**src/rtl/rwsp_ram_128x11.sv**
```systemverilog
// rwsp_ram_128x11
//   128 x 11 synchronous RAM, one write port, one read port, single clock.
//   The read path has two stages. The read address is registered on re.
//   The output data register then loads mem[ra_d] on ore. The FIFO
//   controlling this RAM issues re with the next address and pops with ore,
//   so dout holds steady while the consumer stalls.
//
// Ports
//   clk            rising-edge clock
//   reset          async, active-high; clears ra_d and dout_r only (mem kept)
//   pwrbus_ram_pd  power-down bus, no functional effect
//   wa / we / di   write address / write enable / write data
//   ra / re        read address / read-address capture enable
//   ore            output-register load enable
//   dout           registered read data
module rwsp_ram_128x11 #(
  parameter bit FORCE_CONTENTION_ASSERTION_RESET_ACTIVE = 1'b1
) (
  input  logic        clk,
  input  logic        reset,
  input  logic [31:0] pwrbus_ram_pd,
  input  logic [6:0]  wa,
  input  logic        we,
  input  logic [10:0] di,
  input  logic [6:0]  ra,
  input  logic        re,
  input  logic        ore,
  output logic [10:0] dout
);

  logic [10:0] mem [0:127];
  logic [6:0]  ra_d;
  logic [10:0] dout_ram;
  logic [10:0] dout_r;

  // The power bus only exists for port compatibility.
  logic unused_pwrbus;
  assign unused_pwrbus = ^pwrbus_ram_pd;

  // No reset on storage. An unknown enable poisons the addressed entry so
  // that X on control lines is visible in simulation; in hardware the
  // second branch can never be taken.
  always_ff @(posedge clk) begin
    if (we) begin
      mem[wa] <= di;
    end else if (we !== 1'b0) begin
      mem[wa] <= 'x;
    end
  end

  always_ff @(posedge clk or posedge reset) begin
    if (reset) begin
      ra_d <= 7'd0;
    end else if (re) begin
      ra_d <= ra;
    end else if (re !== 1'b0) begin
      ra_d <= 'x;
    end
  end

  // Combinational array read. A write on the same edge as ore therefore
  // hands the pre-write contents to dout_r.
  assign dout_ram = mem[ra_d];

  always_ff @(posedge clk or posedge reset) begin
    if (reset) begin
      dout_r <= 11'h000;
    end else if (ore) begin
      dout_r <= dout_ram;
    end else if (ore !== 1'b0) begin
      dout_r <= 'x;
    end
  end

  assign dout = dout_r;

  // Read/write contention on one address at the same edge. This is
  // simulation-only and has no functional effect.
  if (FORCE_CONTENTION_ASSERTION_RESET_ACTIVE == 1'b0) begin : g_contention
    always_ff @(posedge clk) begin
      if (!reset) begin
        assert (!(we && re && (wa == ra)))
          else $error("rwsp_ram_128x11: read/write contention at address %0d", wa);
      end
    end
  end

endmodule

```
**config.mk**
```make
export PLATFORM = sky130hd
export DESIGN_NAME = rwsp_ram_128x11
export DESIGN_NICKNAME = d
export VERILOG_FILES = /design/src/rtl/rwsp_ram_128x11.sv
export SDC_FILE = /design/constraint.sdc
export NUM_CORES = 1
export LEC_CHECK = 0
export BUFFER_PORTS_ARGS = -buffer_cell sky130_fd_sc_hd__buf_2
export CAP_MARGIN = 20
export CORE_MARGIN = 1
export CORE_UTILIZATION = 40
export CTS_BUF_LIST = sky130_fd_sc_hd__clkbuf_2 sky130_fd_sc_hd__clkbuf_4 sky130_fd_sc_hd__clkbuf_8
export DETAILED_ROUTE_END_ITERATION = 16
export PLACE_DENSITY = 0.61
export SKIP_CTS_REPAIR_TIMING = 1
export SYNTH_ARGS = -nofsm -noshare
export SYNTH_HDL_FRONTEND = slang
export SYNTH_SLANG_ARGS = --single-unit
```
**constraint.sdc**
```tcl
create_clock -name clk -period 5.7 [get_ports clk]
set_input_delay 1.14 -clock clk [delete_from_list [all_inputs] [get_ports clk]]
set_output_delay 1.14 -clock clk [all_outputs]
set_load 0.1 [all_outputs]
```
==> results of run 1 <==
## area by class of cell
cell class                      instances  area share
Clock buffer                          301      0.0583
Clock inverter                         78     0.00690
Sequential cell                      1426       0.680
Tap cell                             1876      0.0373
Timing Repair Buffer                  182      0.0235
Antenna cell                            6    0.000239
Inverter                                6    0.000358
Multi-Input combinational cell       1094       0.194
## worst max path at each step
stage,slack (ns),start,cells after the start,endpoint
5_1_grt,1.83,ra_d[0],8,dout[6]
2_1_floorplan,2.80,we,3,mem[102][0]
6_report,2.06,ra_d[0],6,dout[2]
3_5_place_dp,1.78,wa[5],4,mem[63][5]
4_1_cts,2.03,ra_d[0],6,dout[10]
3_3_place_gp,1.79,wa[0],4,mem[54][1]
## kinds of logic (layout without fill, tap and decap cells)
| group | count (synthesis) | in the layout | share of synthesized area |
|---|---|---|---|
| AOI/OAI and AO/OA | 293 | 293 | 0.0390 |
| buffers and inverters | 163 | 567 | 0.0250 |
| DFF | 1426 | 1426 | 0.759 |
| muxes | 467 | 467 | 0.149 |
| other | 0 | 6 | 0 |
| and+or+nand+nor | 334 | 334 | 0.0276 |
## sequential cells by signal, indices dropped and copies added, names as in the netlist
| register | flops |
|---|---|
| dout | 11 |
| ra_d | 7 |
| mem | 1408 |
## stage by stage
step | worst slack, ns | instances | cell area, µm²
6_report | 2.06 | 4969 | 62900
5_1_grt | 1.83 | 4968 | 62900
4_1_cts | 2.03 | 4917 | 62500
3_5_place_dp | 1.78 | 4538 | 58400
3_3_place_gp | 1.79 | 4533 | 58300
2_1_floorplan | 2.80 | 2683 | 56300
## placed cells by master, fill, tap and decap left out, drive strengths merged, types with 4 or more instances in the layout
master    synthesis  layout
o311ai           14      14
a31oi             9       9
or3               9       9
a211oi           37      37
a41oi             7       7
o21bai            7       7
o221ai           26      26
clkinv            1      64
nor3             14      14
o22ai            63      63
nand3b            5       5
nand2b           11      11
o2111ai           4       4
nand4             4       4
edfxtp         1408    1408
a22oi            10      10
nor2            160     160
mux2i           145     145
a2111oi           7       7
clkinvlp          0       4
mux4            280     280
a32oi             7       7
buf              98     182
a221oi            8       8
inv               5      14
nand3            21      21
nand2            50      50
mux2             42      42
nor2b            18      18
a211o             8       8
o21ai            21      21
a21oi            34      34
a22o             10      10
and2             27      27
clkbuf           56     301
a311o             7       7
dfrtp            18      18
diode             0       6
## per-layer routing
metal  up-vias  wire, µm  track usage
met5         -        94            0
met3       223     12300       0.0485
met2      1299     64700        0.302
li1      11776         -            -
met4        16      3490       0.0633
met1     14748     57200        0.267
## power breakdown
part           leakage, nW  internal, mW  total (mW)  switching [mW]
Clock                 2.17          4.22        8.02            3.80
Sequential            12.9          11.6        11.7           0.119
Combinational         4.91         0.656        1.89            1.23
Total                 19.9          16.5        21.6            5.15
## worst register-to-register path, stage by stage, from the launching register on
cell and delay [ns]:
sky130_fd_sc_hd__dfrtp_4 0.92, sky130_fd_sc_hd__buf_12 0.37, sky130_fd_sc_hd__mux4_2 0.62, sky130_fd_sc_hd__a22o_1 0.30
sky130_fd_sc_hd__a211oi_1 0.66, sky130_fd_sc_hd__a311o_1 0.46, sky130_fd_sc_hd__a41oi_2 0.17
==> metrics.md, run 1 <==
| Metric | Value |
|---|---|
| Result of the run | `finished, final reports clean` |
| Transition time of the tightest slew-check pin | `1.12 ns` |
| Number of DRC markers after the initial detailed-route iteration | `3064` |
| DR vias | `28062` |
| Number of register bits inferred by synthesis | `1426` |
| Clock tree from TritonCTS | `done` |
| Clk pin slew, worst setup/hold paths | `0.06 ns` |
| Setup Total Neg Slack | `0 ns` |
| GRT Residual Overflow | `0` |
| Detailed Place HPWL | `84.6 mm` |
| Die Wd | `377 µm` |
| Maximum number of pins on one net before global-route repair | `84` |
| Count of different cell masters after synthesis | `71` |
| Period utilisation layout | `0.638` |
| CP Data Arrival Time | `4.39 ns` |
| Slowest CP cell | `sky130_fd_sc_hd__dfrtp_4` |
| Port bufs | `40` |
| Number of design rule violations left after detail routing | `0` |
| Worst-case headroom to the max-slew limit | `0.254` |
| Minimum clock period | `3.64 ns` |
| Worst Hold Margin | `0.394 ns` |
| Fillers | `11734` |
| Area share of the largest cell type after synthesis | `0.751` |
| Count of endpoints failing setup in the final report | `0` |
| Crit path max-delay family | `compound AO/OA/AOI/OAI gates` |
| Number of standard-cell rows in the floorplan | `137` |
| ANT nets after route | `0` |
| Fraction of layout instances using a drive strength above 1 | `0.267` |
| Synth area leaders | `sky130_fd_sc_hd__edfxtp_1 (75%), sky130_fd_sc_hd__mux4_2 (9.4%), sky130_fd_sc_hd__mux2i_1 (2.6%)` |
| Number of detailed-route iterations in the first pass | `5` |
| Final Util | `0.451` |
| Setup repair after global routing missed its margin | `no` |
| Critical path endpoint category | `register` |
| Root buf cell | `sky130_fd_sc_hd__clkbuf_8` |
| Synthesized area | `0.0563 mm²` |
| Length in cells of the worst reg-to-reg path | `6` |
| Number of antenna violations at the first check in global routing | `13` |
| Fraction of the yosys area taken by sequential cells | `0.759` |
| VDD IR-drop max | `0.262 mV` |
| Number of buffers and inverters on the critical path | `1` |
| Most used standard cell by instance count after synthesis | `sky130_fd_sc_hd__edfxtp_1` |
| Num CTS Buffers | `218` |
| Maximum net fanout on the critical path | `38` |
| Worst path required time | `6.46 ns` |
| Top Ports | `73` |
| FF+latch area | `0.0427 mm²` |
| Cells after synthesis | `2683` |
| Worst setup skew after layout | `0.0437 ns` |
| Global routing usage summed across all routing layers | `0.194` |
| Area of combinational cells with multiple inputs | `0.0122 mm²` |
| Leading post-synthesis cells by instance count | `sky130_fd_sc_hd__edfxtp_1 (1408), sky130_fd_sc_hd__mux4_2 (236), sky130_fd_sc_hd__nor2_1 (160)` |
| Power per cell area | `344 mW/mm²` |
| Synth area leader | `sky130_fd_sc_hd__edfxtp_1` |
| Hold crit path type | `in -> async` |
| Buffer depth of the longest clock path | `3` |
| Final Hold Violating Endpoints | `0` |
| Ys Warns | `0` |
| Crit path cell chain | `buf_12 > mux4_2 > a22o_1 > a211oi_1 > a311o_1 > a41oi_2` |
| Max stage delay on crit path | `0.92 ns` |
| Per-cell routed wire length | `27.7 µm` |
| R2R Setup Slk | `2.06 ns` |
| Clock tree sinks | `1426` |
| Final Total Pwr | `21.6 mW` |
| Area enclosed by the die boundary | `0.142 mm²` |
| Core region area | `0.140 mm²` |
| Class of the most critical setup path | `reg -> reg` |
| Total Wirelength | `138 mm` |
| Layout overhead on the synthesized area | `11.7%` |
| Via count of the first global-routing pass | `28340` |
| Mean number of vias per cell | `5.65` |
| Routability cong. | `0.847` |
| Count of maximum capacitance violations | `0` |
| Launch point of the worst reg-to-reg path | `ra_d[0]` |
| H-Tree Level Count | `4` |
| Ys async rst share | `0.0126` |
| Total nets after synthesis | `2745` |
| Worst skew pair latency | `0.92 ns` |
| EDFF count, synth | `1408` |
| Crit Reg-Reg Endpoint | `dout[2]` |
| Leakage | `19.9 nW` |
| Vertical die dimension | `377 µm` |
| Final net count | `2990` |
| Mean instance size in the synthesized netlist | `21.0 µm²` |
| Wire length of the first global-routing pass | `198 mm` |
| Type of origin of the critical path | `register` |
| Starting utilization of the core area | `0.403` |
| Number of pins with negative max-slew slack in the final report | `0` |
| Commonest register cell after synthesis | `sky130_fd_sc_hd__edfxtp_1` |
| Maximum achievable frequency | `275 MHz` |
(Power assumes the default switching activity.)
==> run 2, diff against run 1 <==
--- a/config.mk
+++ b/config.mk
@@ -11,7 +11,7 @@
 export CORE_UTILIZATION = 40
 export CTS_BUF_LIST = sky130_fd_sc_hd__clkbuf_2 sky130_fd_sc_hd__clkbuf_4 sky130_fd_sc_hd__clkbuf_8
 export DETAILED_ROUTE_END_ITERATION = 16
-export PLACE_DENSITY = 0.61
+export PLACE_DENSITY = 0.63
 export SKIP_CTS_REPAIR_TIMING = 1
 export SYNTH_ARGS = -nofsm -noshare
 export SYNTH_HDL_FRONTEND = slang
==> constraint.sdc (replaced) <==
create_clock -name clk -period 3.1 [get_ports clk]
set_input_delay 0.62 -clock clk [delete_from_list [all_inputs] [get_ports clk]]
set_output_delay 0.62 -clock clk [all_outputs]
set_load 0.1 [all_outputs]
==> run 2 against run 1 <==
Net effect: clock power up 86%; setup slack worse by 2.0 ns; flip-flop and latch count unchanged; die area unchanged; core utilization up 0.95 points; combinational power up 100%; largest power group unchanged.
==> metrics.md, run 2 (same netlist as run 1, synthesis figures left out) <==
| Metric | Value |
|---|---|
| Worst Hold Margin | `0.0117 ns` |
| Number of pins with negative max-slew slack in the final report | `0` |
| Number of DRC markers after the initial detailed-route iteration | `3324` |
| Die Wd | `377 µm` |
| Period utilisation layout | `0.994` |
| Wire length of the first global-routing pass | `200 mm` |
| Cell count along the critical path | `8` |
| Num CTS Buffers | `216` |
| Mean number of vias per cell | `5.61` |
| Final net count | `3135` |
| Number of placed instances with taps included | `4728` |
| GRT Residual Overflow | `0` |
| Crit path max-delay family | `compound AO/OA/AOI/OAI gates` |
| Core region area | `0.140 mm²` |
| Worst-case headroom to the max-slew limit | `0.273` |
| Area enclosed by the die boundary | `0.142 mm²` |
| Maximum achievable frequency | `325 MHz` |
| Most flop-heavy register | `mem` |
| Minimum clock period | `3.08 ns` |
| Global routing usage summed across all routing layers | `0.195` |
| Commonest non-fill, non-tap cells in the layout | `sky130_fd_sc_hd__edfxtp_1 (1408), sky130_fd_sc_hd__buf_4 (269), sky130_fd_sc_hd__mux4_2 (236)` |
| Length in cells of the worst reg-to-reg path | `8` |
| Number of antenna violations at the first check in global routing | `15` |
| Starting utilization of the core area | `0.403` |
| Slowest CP cell | `sky130_fd_sc_hd__dfrtp_4` |
| Non-filler instance count after layout | `5124` |
| Number of design rule violations left after detail routing | `0` |
| Buffer depth of the longest clock path | `3` |
| Class of the most critical setup path | `reg -> reg` |
| Result of the run | `finished, final reports clean` |
| Clk pin slew, worst setup/hold paths | `0.07 ns` |
| Cell depth of the worst min-delay path | `3` |
| VDD IR-drop max | `0.358 mV` |
| Setup repair after global routing missed its margin | `yes` |
| Fraction of layout instances using a drive strength above 1 | `0.296` |
| Detailed Place HPWL | `88.8 mm` |
| Routability cong. | `0.905` |
| Worst path required time | `3.92 ns` |
| Worst skew pair latency | `0.90 ns` |
| Port bufs | `40` |
| Crit path cell chain | `buf_12 > buf_4 > mux4_2 > mux2i_1 > a2111oi_0 > buf_4 > a32oi_1 > a41oi_2` |
| Count of endpoints failing setup in the final report | `0` |
| Clock tree sinks | `1426` |
| Transition time of the tightest slew-check pin | `1.08 ns` |
| Worst setup skew after layout | `0.0420 ns` |
| Final Hold Violating Endpoints | `0` |
| Vertical die dimension | `377 µm` |
| Number of detailed-route iterations in the first pass | `6` |
| DR vias | `28752` |
| Type of origin of the critical path | `register` |
| Total Wirelength | `139 mm` |
| CP Data Arrival Time | `3.90 ns` |
| Number of buffers and inverters on the critical path | `3` |
| Number of standard-cell rows in the floorplan | `137` |
| Layout overhead on the synthesized area | `14.1%` |
| H-Tree Level Count | `4` |
| Critical path endpoint category | `register` |
| Maximum net fanout on the critical path | `33` |
| Per-cell routed wire length | `27.0 µm` |
| Flip-flop count of the largest register, all copies and words added | `1408` |
| Via count of the first global-routing pass | `29178` |
| Root buf cell | `sky130_fd_sc_hd__clkbuf_8` |
| Power per cell area | `624 mW/mm²` |
| ANT nets after route | `0` |
| Final Total Pwr | `40.1 mW` |
| Clock tree from TritonCTS | `done` |
| Most frequent cell on the critical path | `sky130_fd_sc_hd__buf_4` |
| Maximum number of pins on one net before global-route repair | `82` |
| Top Ports | `73` |
| Max stage delay on crit path | `0.68 ns` |
| Count of maximum capacitance violations | `0` |
| Leading cell type in the layout, fill and taps excluded | `sky130_fd_sc_hd__edfxtp_1` |
| Leakage | `20.8 nW` |
| Hold crit path type | `in -> reg` |
[run 2: worst min-delay path, delay by kind of cell]
family,cells,cell delay [ns]
buffers and inverters,1,0.09
AND/OR/NAND/NOR,1,0.09
AO/OA/AOI/OAI,1,0.08
[run 2: path summary, 6_finish.rpt]
check	endpoint	from	slack [ns]
max	dout[2]	ra_d[1]	0.02
max reg2reg	dout[2]	ra_d[1]	0.02
max in group asynchronous	ra_d[3]	reset	2.07
min	ra_d[3]	ra[3]	0.01
min reg2reg	dout[0]	dout[0]	0.50
min in group asynchronous	ra_d[4]	reset	0.43
[run 2: layer usage]
metal	GRT usage	vias to the layer above	part of all wire
met4	0.0647	14	0.027
met5	0	-	0.00074
met3	0.0478	262	0.092
met1	0.265	15079	0.41
li1	-	12079	-
met2	0.308	1318	0.47
[run 2: final cells by class]
cell class                      count  area, µm²
Clock inverter                    104        627
Antenna cell                        5       12.5
Multi-Input combinational cell   1094      12200
Tap cell                         1876       2350
Timing Repair Buffer              329       2760
Inverter                            6       22.5
Clock buffer                      284       3510
Fill cell                       11589      75300
Sequential cell                  1426      42700
[run 2: where the power goes]
group	total (mW)	internal, mW	switching, mW	leakage (nW)
sequential	21.4	21.3	0.108	12.9
combinational	3.80	1.41	2.40	5.72
clock	14.9	7.85	7.03	2.19
total	40.1	30.6	9.54	20.8
[run 2: through the flow]
step | worst slack, ns | utilization | setup TNS, ns | cell area, µm²
after floorplan | 0.717 | - | 0 | 56300
after global placement | -0.143 | 0.430 | -0.189 | 60000
after detailed placement | -0.0708 | 0.430 | -0.0708 | 60000
after CTS | -0.150 | 0.460 | -0.175 | 64200
after global routing | -0.00358 | 0.460 | -0.00358 | 64200
final | 0.0191 | 0.460 | 0 | 64200
